<file path="config.mk">
export PLATFORM = sky130hd
export DESIGN_NAME = rover_motor_ctrl_flat
export DESIGN_NICKNAME = d
export VERILOG_FILES = /design/src/rtl/rover_pkg.sv /design/src/rtl/rover_motor_ctrl_if.sv /design/src/rtl/pwm_gen.sv /design/src/rtl/rover_motor_ctrl.sv /design/src/flat_wrapper.sv
export SDC_FILE = /design/constraint.sdc
export NUM_CORES = 1
export LEC_CHECK = 0
export ABC_AREA = 1
export BUFFER_PORTS_ARGS = -buffer_cell sky130_fd_sc_hd__buf_2
export CAP_MARGIN = 25
export CORE_MARGIN = 2
export CORE_UTILIZATION = 30
export CTS_CLUSTER_DIAMETER = 30
export DETAILED_ROUTE_END_ITERATION = 10
export SETUP_SLACK_MARGIN = 0.5
export SLEW_MARGIN = 5
export SYNTH_ARGS = -nofsm -noshare
export SYNTH_HDL_FRONTEND = slang
export SYNTH_SLANG_ARGS = --single-unit
</file>
<file path="constraint.sdc">
create_clock -name clk -period 7 [get_ports clk]
set_clock_uncertainty 0.2 [all_clocks]
set_input_delay 2.1 -clock clk [delete_from_list [all_inputs] [get_ports clk]]
set_output_delay 2.1 -clock clk [all_outputs]
set_load 0.02 [all_outputs]
</file>
<file path="src/rtl/rover_pkg.sv">
// Shared types and constants for the rover drive controller: state encoding,
// status-LED codes and duty-fraction helpers.
package rover_pkg;

   localparam int unsigned CLK_HZ  = 100_000_000;
   localparam int          DWELL_W = 26;
   localparam int          LED_W   = 3;

   typedef enum logic [2:0] {
      S_IDLE     = 3'd0,
      S_FWD      = 3'd1,
      S_BRAKE    = 3'd2,
      S_REV      = 3'd3,
      S_TURN2BRK = 3'd4,
      S_TURN     = 3'd5,
      S_FAULT    = 3'd6
   } state_t;

   localparam logic [LED_W-1:0] LED_IDLE  = 3'd0;
   localparam logic [LED_W-1:0] LED_FWD   = 3'd1;
   localparam logic [LED_W-1:0] LED_BRAKE = 3'd2;
   localparam logic [LED_W-1:0] LED_REV   = 3'd3;
   localparam logic [LED_W-1:0] LED_TURN  = 3'd4;
   localparam logic [LED_W-1:0] LED_FAULT = 3'd5;

   // Forward duty is (sel+1)/4 of a frame; reverse and pivot run at 1/2.
   localparam int unsigned FWD_DUTY_DEN  = 4;
   localparam int unsigned HALF_DUTY_NUM = 1;
   localparam int unsigned HALF_DUTY_DEN = 2;

   function automatic int unsigned duty_frac(input int unsigned period,
                                             input int unsigned num,
                                             input int unsigned den);
      return (period * num) / den;
   endfunction

   // Both brake dwells share one LED code.
   function automatic logic [LED_W-1:0] state_led_of(input state_t s);
      case (s)
         S_FWD:              return LED_FWD;
         S_BRAKE, S_TURN2BRK: return LED_BRAKE;
         S_REV:              return LED_REV;
         S_TURN:             return LED_TURN;
         S_FAULT:            return LED_FAULT;
         default:            return LED_IDLE;
      endcase
   endfunction

endpackage

</file>
<file path="src/rtl/rover_motor_ctrl_if.sv">
// Control inputs and H-bridge/status outputs of the rover drive controller.
interface rover_motor_ctrl_if;
   import rover_pkg::*;

   logic             enable;
   logic             is_crash;
   logic [1:0]       speed_sel;
   logic             l_fwd;
   logic             l_rev;
   logic             r_fwd;
   logic             r_rev;
   logic             pwm_l;
   logic             pwm_r;
   logic [LED_W-1:0] state_led;
   logic             fault;

   modport master (
      output enable, is_crash, speed_sel,
      input  l_fwd, l_rev, r_fwd, r_rev, pwm_l, pwm_r, state_led, fault
   );

   modport slave (
      input  enable, is_crash, speed_sel,
      output l_fwd, l_rev, r_fwd, r_rev, pwm_l, pwm_r, state_led, fault
   );

endinterface

</file>
<file path="src/rtl/pwm_gen.sv">
// Free-running PWM frame counter shared by CH channels; each channel's duty
// is re-latched only at frame wrap so duty changes never split a frame.
module pwm_gen #(
   parameter int unsigned PERIOD = 5000,
   parameter int          CH     = 2,
   parameter int          W      = $clog2(PERIOD + 1)
) (
   input  logic                  clk,
   input  logic                  srst,
   input  logic [CH-1:0][W-1:0]  target,
   input  logic [CH-1:0]         active,
   output logic [CH-1:0]         pwm
);

   localparam logic [W-1:0] LAST = W'(PERIOD - 1);

   logic [W-1:0] cnt_reg;
   logic [W-1:0] duty_reg [CH];

   always_ff @(posedge clk) begin
      if (srst) begin
         cnt_reg <= '0;
      end else if (cnt_reg == LAST) begin
         cnt_reg <= '0;
      end else begin
         cnt_reg <= cnt_reg + 1'b1;
      end
   end

   for (genvar gi = 0; gi < CH; gi++) begin : g_ch
      always_ff @(posedge clk) begin
         if (srst) begin
            duty_reg[gi] <= '0;
         end else if (cnt_reg == LAST) begin
            duty_reg[gi] <= target[gi];
         end
      end

      assign pwm[gi] = active[gi] && (cnt_reg < duty_reg[gi]);
   end

endmodule

</file>
<file path="src/rtl/rover_motor_ctrl.sv">
// Rover drive sequencer: forward cruise, filtered crash response
// (brake, reverse, brake, pivot), retry limit with latched fault.
module rover_motor_ctrl
   import rover_pkg::*;
#(
   parameter int unsigned PWM_PERIOD     = 5000,
   parameter int unsigned CRASH_FILT_CYC = 100000,
   parameter int unsigned BRAKE_CYC      = 10000000,
   parameter int unsigned REV_CYC        = 50000000,
   parameter int unsigned TURN_CYC       = 40000000,
   parameter int unsigned MAX_RETRY      = 3
) (
   input  logic               clk,
   input  logic               reset,
   rover_motor_ctrl_if.slave  bus
);

   localparam int PW = $clog2(PWM_PERIOD + 1);
   localparam int FW = $clog2(CRASH_FILT_CYC + 1);
   localparam int RW = $clog2(MAX_RETRY + 1);

   localparam logic [FW-1:0]      FILT_MAX   = FW'(CRASH_FILT_CYC);
   localparam logic [RW-1:0]      RETRY_MAX  = RW'(MAX_RETRY);
   localparam logic [DWELL_W-1:0] BRAKE_LOAD = DWELL_W'(BRAKE_CYC - 1);
   localparam logic [DWELL_W-1:0] REV_LOAD   = DWELL_W'(REV_CYC - 1);
   localparam logic [DWELL_W-1:0] TURN_LOAD  = DWELL_W'(TURN_CYC - 1);
   localparam logic [PW-1:0]      DUTY_HALF  =
      PW'(duty_frac(PWM_PERIOD, HALF_DUTY_NUM, HALF_DUTY_DEN));

   state_t             state_reg, state_next;
   logic [DWELL_W-1:0] dwell_reg, dwell_next;
   logic [RW-1:0]      retry_reg, retry_next;
   logic [FW-1:0]      filt_reg;
   logic               crash_q_reg;
   logic [3:0]         pins_reg, pins_next;   // {l_fwd, l_rev, r_fwd, r_rev}
   logic [LED_W-1:0]   led_reg;
   logic               fault_reg;
   logic               brake_req;
   logic               dwell_done;

   logic [PW-1:0]      fwd_duty [4];
   logic [PW-1:0]      duty_sel;
   logic [1:0][PW-1:0] duty_target;
   logic [1:0]         pwm_active;
   logic [1:0]         pwm_raw;
   logic               braking;

   for (genvar gi = 0; gi < 4; gi++) begin : g_fwd_duty
      assign fwd_duty[gi] = PW'(duty_frac(PWM_PERIOD, gi + 1, FWD_DUTY_DEN));
   end

   // crash_q asserts one edge after the count saturates with is_crash still high.
   always_ff @(posedge clk) begin
      if (reset || !bus.is_crash) begin
         filt_reg    <= '0;
         crash_q_reg <= 1'b0;
      end else begin
         if (filt_reg != FILT_MAX) begin
            filt_reg <= filt_reg + 1'b1;
         end
         crash_q_reg <= (filt_reg == FILT_MAX);
      end
   end

   assign dwell_done = (dwell_reg == '0);

   always_comb begin
      state_next = state_reg;
      retry_next = retry_reg;
      dwell_next = dwell_done ? '0 : dwell_reg - 1'b1;
      brake_req  = 1'b0;
      case (state_reg)
         S_IDLE:     if (!fault_reg) state_next = S_FWD;
         S_FWD:      brake_req = crash_q_reg;
         S_BRAKE:    if (dwell_done) begin
                        state_next = S_REV;
                        dwell_next = REV_LOAD;
                     end
         S_REV:      if (dwell_done) begin
                        state_next = S_TURN2BRK;
                        dwell_next = BRAKE_LOAD;
                     end
         S_TURN2BRK: if (dwell_done) begin
                        state_next = S_TURN;
                        dwell_next = TURN_LOAD;
                     end
         S_TURN:     if (dwell_done) begin
                        if (crash_q_reg) begin
                           brake_req = 1'b1;
                        end else begin
                           state_next = S_FWD;
                           retry_next = '0;
                        end
                     end
         S_FAULT:    state_next = S_FAULT;
         default:    state_next = S_IDLE;
      endcase
      if (brake_req) begin
         if (retry_reg >= RETRY_MAX) begin
            state_next = S_FAULT;
         end else begin
            state_next = S_BRAKE;
            retry_next = retry_reg + 1'b1;
            dwell_next = BRAKE_LOAD;
         end
      end
      // The run switch overrides everything; retry survives unless leaving FAULT.
      if (!bus.enable) begin
         state_next = S_IDLE;
         dwell_next = '0;
         if (state_reg == S_FAULT) retry_next = '0;
      end
   end

   always_comb begin
      pins_next = 4'b0000;
      case (state_next)
         S_FWD:               pins_next = 4'b1010;
         S_BRAKE, S_TURN2BRK: pins_next = 4'b1111;
         S_REV:               pins_next = 4'b0101;
         S_TURN:              pins_next = 4'b1001;
         default:             pins_next = 4'b0000;
      endcase
   end

   always_ff @(posedge clk) begin
      if (reset) begin
         state_reg <= S_IDLE;
         dwell_reg <= '0;
         retry_reg <= '0;
         pins_reg  <= '0;
         led_reg   <= LED_IDLE;
         fault_reg <= 1'b0;
      end else begin
         state_reg <= state_next;
         dwell_reg <= dwell_next;
         retry_reg <= retry_next;
         pins_reg  <= pins_next;
         led_reg   <= state_led_of(state_next);
         fault_reg <= (state_next == S_FAULT);
      end
   end

   assign braking  = (state_reg == S_BRAKE) || (state_reg == S_TURN2BRK);
   assign duty_sel = (braking || state_reg == S_REV || state_reg == S_TURN)
                   ? DUTY_HALF : fwd_duty[bus.speed_sel];
   assign duty_target = {duty_sel, duty_sel};
   assign pwm_active  = {2{state_reg inside {S_FWD, S_REV, S_TURN}}};

   pwm_gen #(
      .PERIOD (PWM_PERIOD),
      .CH     (2),
      .W      (PW)
   ) u_pwm (
      .clk    (clk),
      .srst   (reset),
      .target (duty_target),
      .active (pwm_active),
      .pwm    (pwm_raw)
   );

   assign bus.l_fwd     = pins_reg[3];
   assign bus.l_rev     = pins_reg[2];
   assign bus.r_fwd     = pins_reg[1];
   assign bus.r_rev     = pins_reg[0];
   assign bus.pwm_l     = braking | pwm_raw[0];
   assign bus.pwm_r     = braking | pwm_raw[1];
   assign bus.state_led = led_reg;
   assign bus.fault     = fault_reg;

endmodule

</file>
<file path="src/flat_wrapper.sv">
// flat-port wrapper written by rule: the top's interface ports become plain ports
module rover_motor_ctrl_flat import rover_pkg::*;
#(
   parameter int unsigned PWM_PERIOD     = 5000,
   parameter int unsigned CRASH_FILT_CYC = 100000,
   parameter int unsigned BRAKE_CYC      = 10000000,
   parameter int unsigned REV_CYC        = 50000000,
   parameter int unsigned TURN_CYC       = 40000000,
   parameter int unsigned MAX_RETRY      = 3
)
  (clk, reset, bus_enable, bus_is_crash, bus_speed_sel, bus_l_fwd, bus_l_rev, bus_r_fwd, bus_r_rev, bus_pwm_l, bus_pwm_r, bus_state_led, bus_fault);
  rover_motor_ctrl_if bus_i ();
  input  logic clk;
  input  logic reset;
  input wire logic [$bits(bus_i.enable)-1:0] bus_enable;
  input wire logic [$bits(bus_i.is_crash)-1:0] bus_is_crash;
  input wire logic [$bits(bus_i.speed_sel)-1:0] bus_speed_sel;
  output wire logic [$bits(bus_i.l_fwd)-1:0] bus_l_fwd;
  output wire logic [$bits(bus_i.l_rev)-1:0] bus_l_rev;
  output wire logic [$bits(bus_i.r_fwd)-1:0] bus_r_fwd;
  output wire logic [$bits(bus_i.r_rev)-1:0] bus_r_rev;
  output wire logic [$bits(bus_i.pwm_l)-1:0] bus_pwm_l;
  output wire logic [$bits(bus_i.pwm_r)-1:0] bus_pwm_r;
  output wire logic [$bits(bus_i.state_led)-1:0] bus_state_led;
  output wire logic [$bits(bus_i.fault)-1:0] bus_fault;
  assign bus_i.enable = bus_enable;
  assign bus_i.is_crash = bus_is_crash;
  assign bus_i.speed_sel = bus_speed_sel;
  assign bus_l_fwd = bus_i.l_fwd;
  assign bus_l_rev = bus_i.l_rev;
  assign bus_r_fwd = bus_i.r_fwd;
  assign bus_r_rev = bus_i.r_rev;
  assign bus_pwm_l = bus_i.pwm_l;
  assign bus_pwm_r = bus_i.pwm_r;
  assign bus_state_led = bus_i.state_led;
  assign bus_fault = bus_i.fault;
  rover_motor_ctrl #(.PWM_PERIOD(PWM_PERIOD), .CRASH_FILT_CYC(CRASH_FILT_CYC), .BRAKE_CYC(BRAKE_CYC), .REV_CYC(REV_CYC), .TURN_CYC(TURN_CYC), .MAX_RETRY(MAX_RETRY)) u_core (.clk(clk), .reset(reset), .bus(bus_i));
endmodule
</file>
==> impl_results.md <==
- Leading cell types in the layout, fill and taps excluded: 92 x nor2_1, 89 x inv_1, 88 x nand2_1, 71 x dfxtp_1, 52 x a21oi_1
- Most common cell after layout, fill and taps aside: nor2_1
- Number of H-tree branching levels: 3
- Synth Register Bits: 84
- Fin crit period: 4.26 ns
- Unrepaired setup endpoints after global routing: false
- Per-cell via count in the routed design: 4.54
- Fraction of layout cells with a size suffix above 1: 0.136
- Crit path capture type: output port
- Post-layout util: 0.345
- Clock latency reported for the late side of the worst-skew pair: 0.34 ns
- Part of the Yosys area used for sequential elements: 0.394
- Worst-case setup margin in the final layout: approximately 2.7 ns
- Outcome: finished clean
- Placement Rows: 45
- Final Instance Area: around 0.0052 mm2
- Tot Pwr: 1.01 mW
- Antenna violations before repair: 0
- Count of pins over their slew limit: 0
- Post-DP Area: slightly below 0.005 mm2
- Minimum hold slack: 0.255 ns
- Area of the die: between 0.015 and 0.02 mm2
- Worst slew pin tran: roughly 0.54 ns
- Post-route DRC: 0
- Internal cell power: 780 uW
- Hold violation total from the final report: 0
- Finish-stage setup viols: 0
- ANT nets after route: 0
- Cell chosen for the clock root: clkbuf_16
- Maximum number of pins on one net before global-route repair: 27
- Vias in the first global route: between 3000 and 4000
- Total power divided by cell area: 194 mW/mm2
- Postcts setup bufs: 0
- Die Span Y: 128 um
- Non-filler cells, final: 827
- Clk sink count: between 80 and 90
- Final estimated routing congestion in global placement: 0.820
- Post-synth net total: 646
- Via count of the routed design: 3751
- Arrival time of the worst setup path: 1.96 ns
- Switching Fraction: 0.227
- Peak Freq: ~230 MHz
- Worst-case register-to-register setup slack: 4.68 ns
- Half-perimeter wire length after placement: 7.34 mm
- Number of buffers inserted by hold repair at cts: 0
- Remaining Overflow, GRT: 0
- Chip width: roughly 130 um
- Signed area change from the synthesized netlist to the final layout: 13.1%
- GRT Overall Usage: 0.127
- Max reg flops: 26
- Footprint of the multi-input gates: approximately 0.0024 mm2
- Post-Synthesis Cells: between 600 and 700
- Tcrit/Tclk final: 0.609
- Share of total power in sequential cells: 0.495
- Global-route wire length before repair: 16.8 mm
- Path type of the worst min-delay path: reg2reg
- Kind of start point of the critical path: flip-flop
- Hold_sp: u_core.u_pwm.cnt_reg[0]
- Fraction of power consumed by the clock network: 0.469
- Core area: 0.0151 mm2
- Max_cap viols: 0
- Worst rel slew slack: 0.641
- Worst Hold End: u_core.u_pwm.cnt_reg[0]
- Worst reg2reg endpoint: u_core.dwell_reg[15]
- Fillers: 1597
- Number of optimization iterations in the first detailed-route pass: 4
- Clock tree from TritonCTS: done
- Library cells used by synthesis: 36
- Reported leakage power: 2.38 nW
- Mean instance size in the synthesized netlist: 7.51 um2
- I/O pin total: 16
- Maximum ir drop on the vdd rail: 0.135 mV
- Detailed Route WL: 9.78 mm
- Number of stages on the worst hold path: 1
- Clock-pin slew reported for the worst setup and hold paths after clock tree synthesis: 0.06 ns
- Net switching power figure: 229 uW
- Placement Setup Slack: 3.12 ns
- 1st-iter DRT viols: 136
- Largest fanout on the critical path: 6
- Cell area after synthesis: about 0.0046 mm2
- Setup Total Neg Slack: 0 ns
- Depth of the most critical reg-to-reg path: 9
- DP Cell Count: 810
- Routed length per instance: 11.8 um
- Total Nets Final: 667
- Type of the setup path with the least slack: reg2out
- TritonCTS buffer count: 9
- Count of synthesis-stage warnings from yosys: 0
- Footprint of the flip-flops and latches: 0.00181 mm2
- Antenna Cells: 0
- Maximum clock insertion buffer count: 2
- Fraction of power consumed by combinational cells: 0.036
- # port buffers: 15
- Post-CTS sizing: 0
- Reg-to-reg startpoint: u_core.dwell_reg[0]
- Initial core utilization: 0.305
- Data required, critical path: 4.70 ns
==> how the worst max path moves through the flow <==
stage / startpoint / end / slack, ns / depth (start not counted)
finish: u_core.u_pwm.cnt_reg[3] / bus_pwm_l / 2.74 / 10
global route: u_core.u_pwm.cnt_reg[2] / bus_pwm_l / 2.58 / 11
CTS: u_core.u_pwm.cnt_reg[3] / bus_pwm_l / 2.72 / 10
detailed placement: u_core.u_pwm.cnt_reg[3] / bus_pwm_l / 3.12 / 10
global placement: u_core.u_pwm.cnt_reg[3] / bus_pwm_l / 3.13 / 10
floorplan: u_core.u_pwm.cnt_reg[3] / bus_pwm_l / 3.07 / 9
==> power by group through the flow <==
stage	clock (mW)	sequential [mW]	combinational (mW)
after floorplan	0	0.510	0.0244
after global placement	0	0.510	0.0356
after detailed placement	0	0.510	0.0357
after CTS	0.483	0.499	0.0358
after global routing	0.501	0.500	0.0412
final	0.474	0.499	0.0365
==> cells in the mapped netlist (all sizes together) <==
cell type	instances	area [um2]
or2	5	31.3
o21a	4	30.0
nand2	102	428
dfxtp	71	1420
xnor2	2	17.5
ha	27	338
a211oi	2	15.0
xor2	14	123
nor3	14	80.1
nand3	26	175
a31oi	2	12.5
nand4	6	37.5
o21ai	43	215
edfxtp	13	390
clkbuf	4	15.0
o31ai	3	36.3
nor2	111	503
a21oi	54	278
a221oi	2	17.5
a21o	1	7.51
nor4	4	25.0
nor3b	5	37.5
inv	96	360
buf	2	7.51
==> worst max-delay path, stage by stage, from the launching register on <==
cell and delay (ns):
dfxtp_1 0.37, ha_1 0.22, or2_2 0.28, a21oi_1 0.12, o21ai_0 0.09, nand2_1 0.06
nand2_1 0.04, nand2_1 0.05, a21oi_1 0.05, o21ai_0 0.14, buf_2 0.19
==> layer usage <==
metal  track usage  wire, um  vias to the layer above
li1              -         -                     2036
met1         0.175      5150                     1667
met2         0.198      4280                       37
met3        0.0200       181                       11
met4        0.0511       161                        0
met5             0         0                        -
==> kinds of logic after synthesis <==
kind of cell	share of synthesized area
flops	0.394
simple gates	0.286
buf+inv	0.0832
fa+ha+maj	0.0734
xor+xnor	0.0305
compound gates	0.133
==> layout make-up <==
class	count	share of cell area
Sequential cell	84	0.348
Clock buffer	12	0.0515
Multi-Input combinational cell	427	0.463
Clock inverter	4	0.00577
Tap cell	188	0.0452
Timing Repair Buffer	16	0.0173
Inverter	96	0.0693
Power figures use the tool's default switching activity.
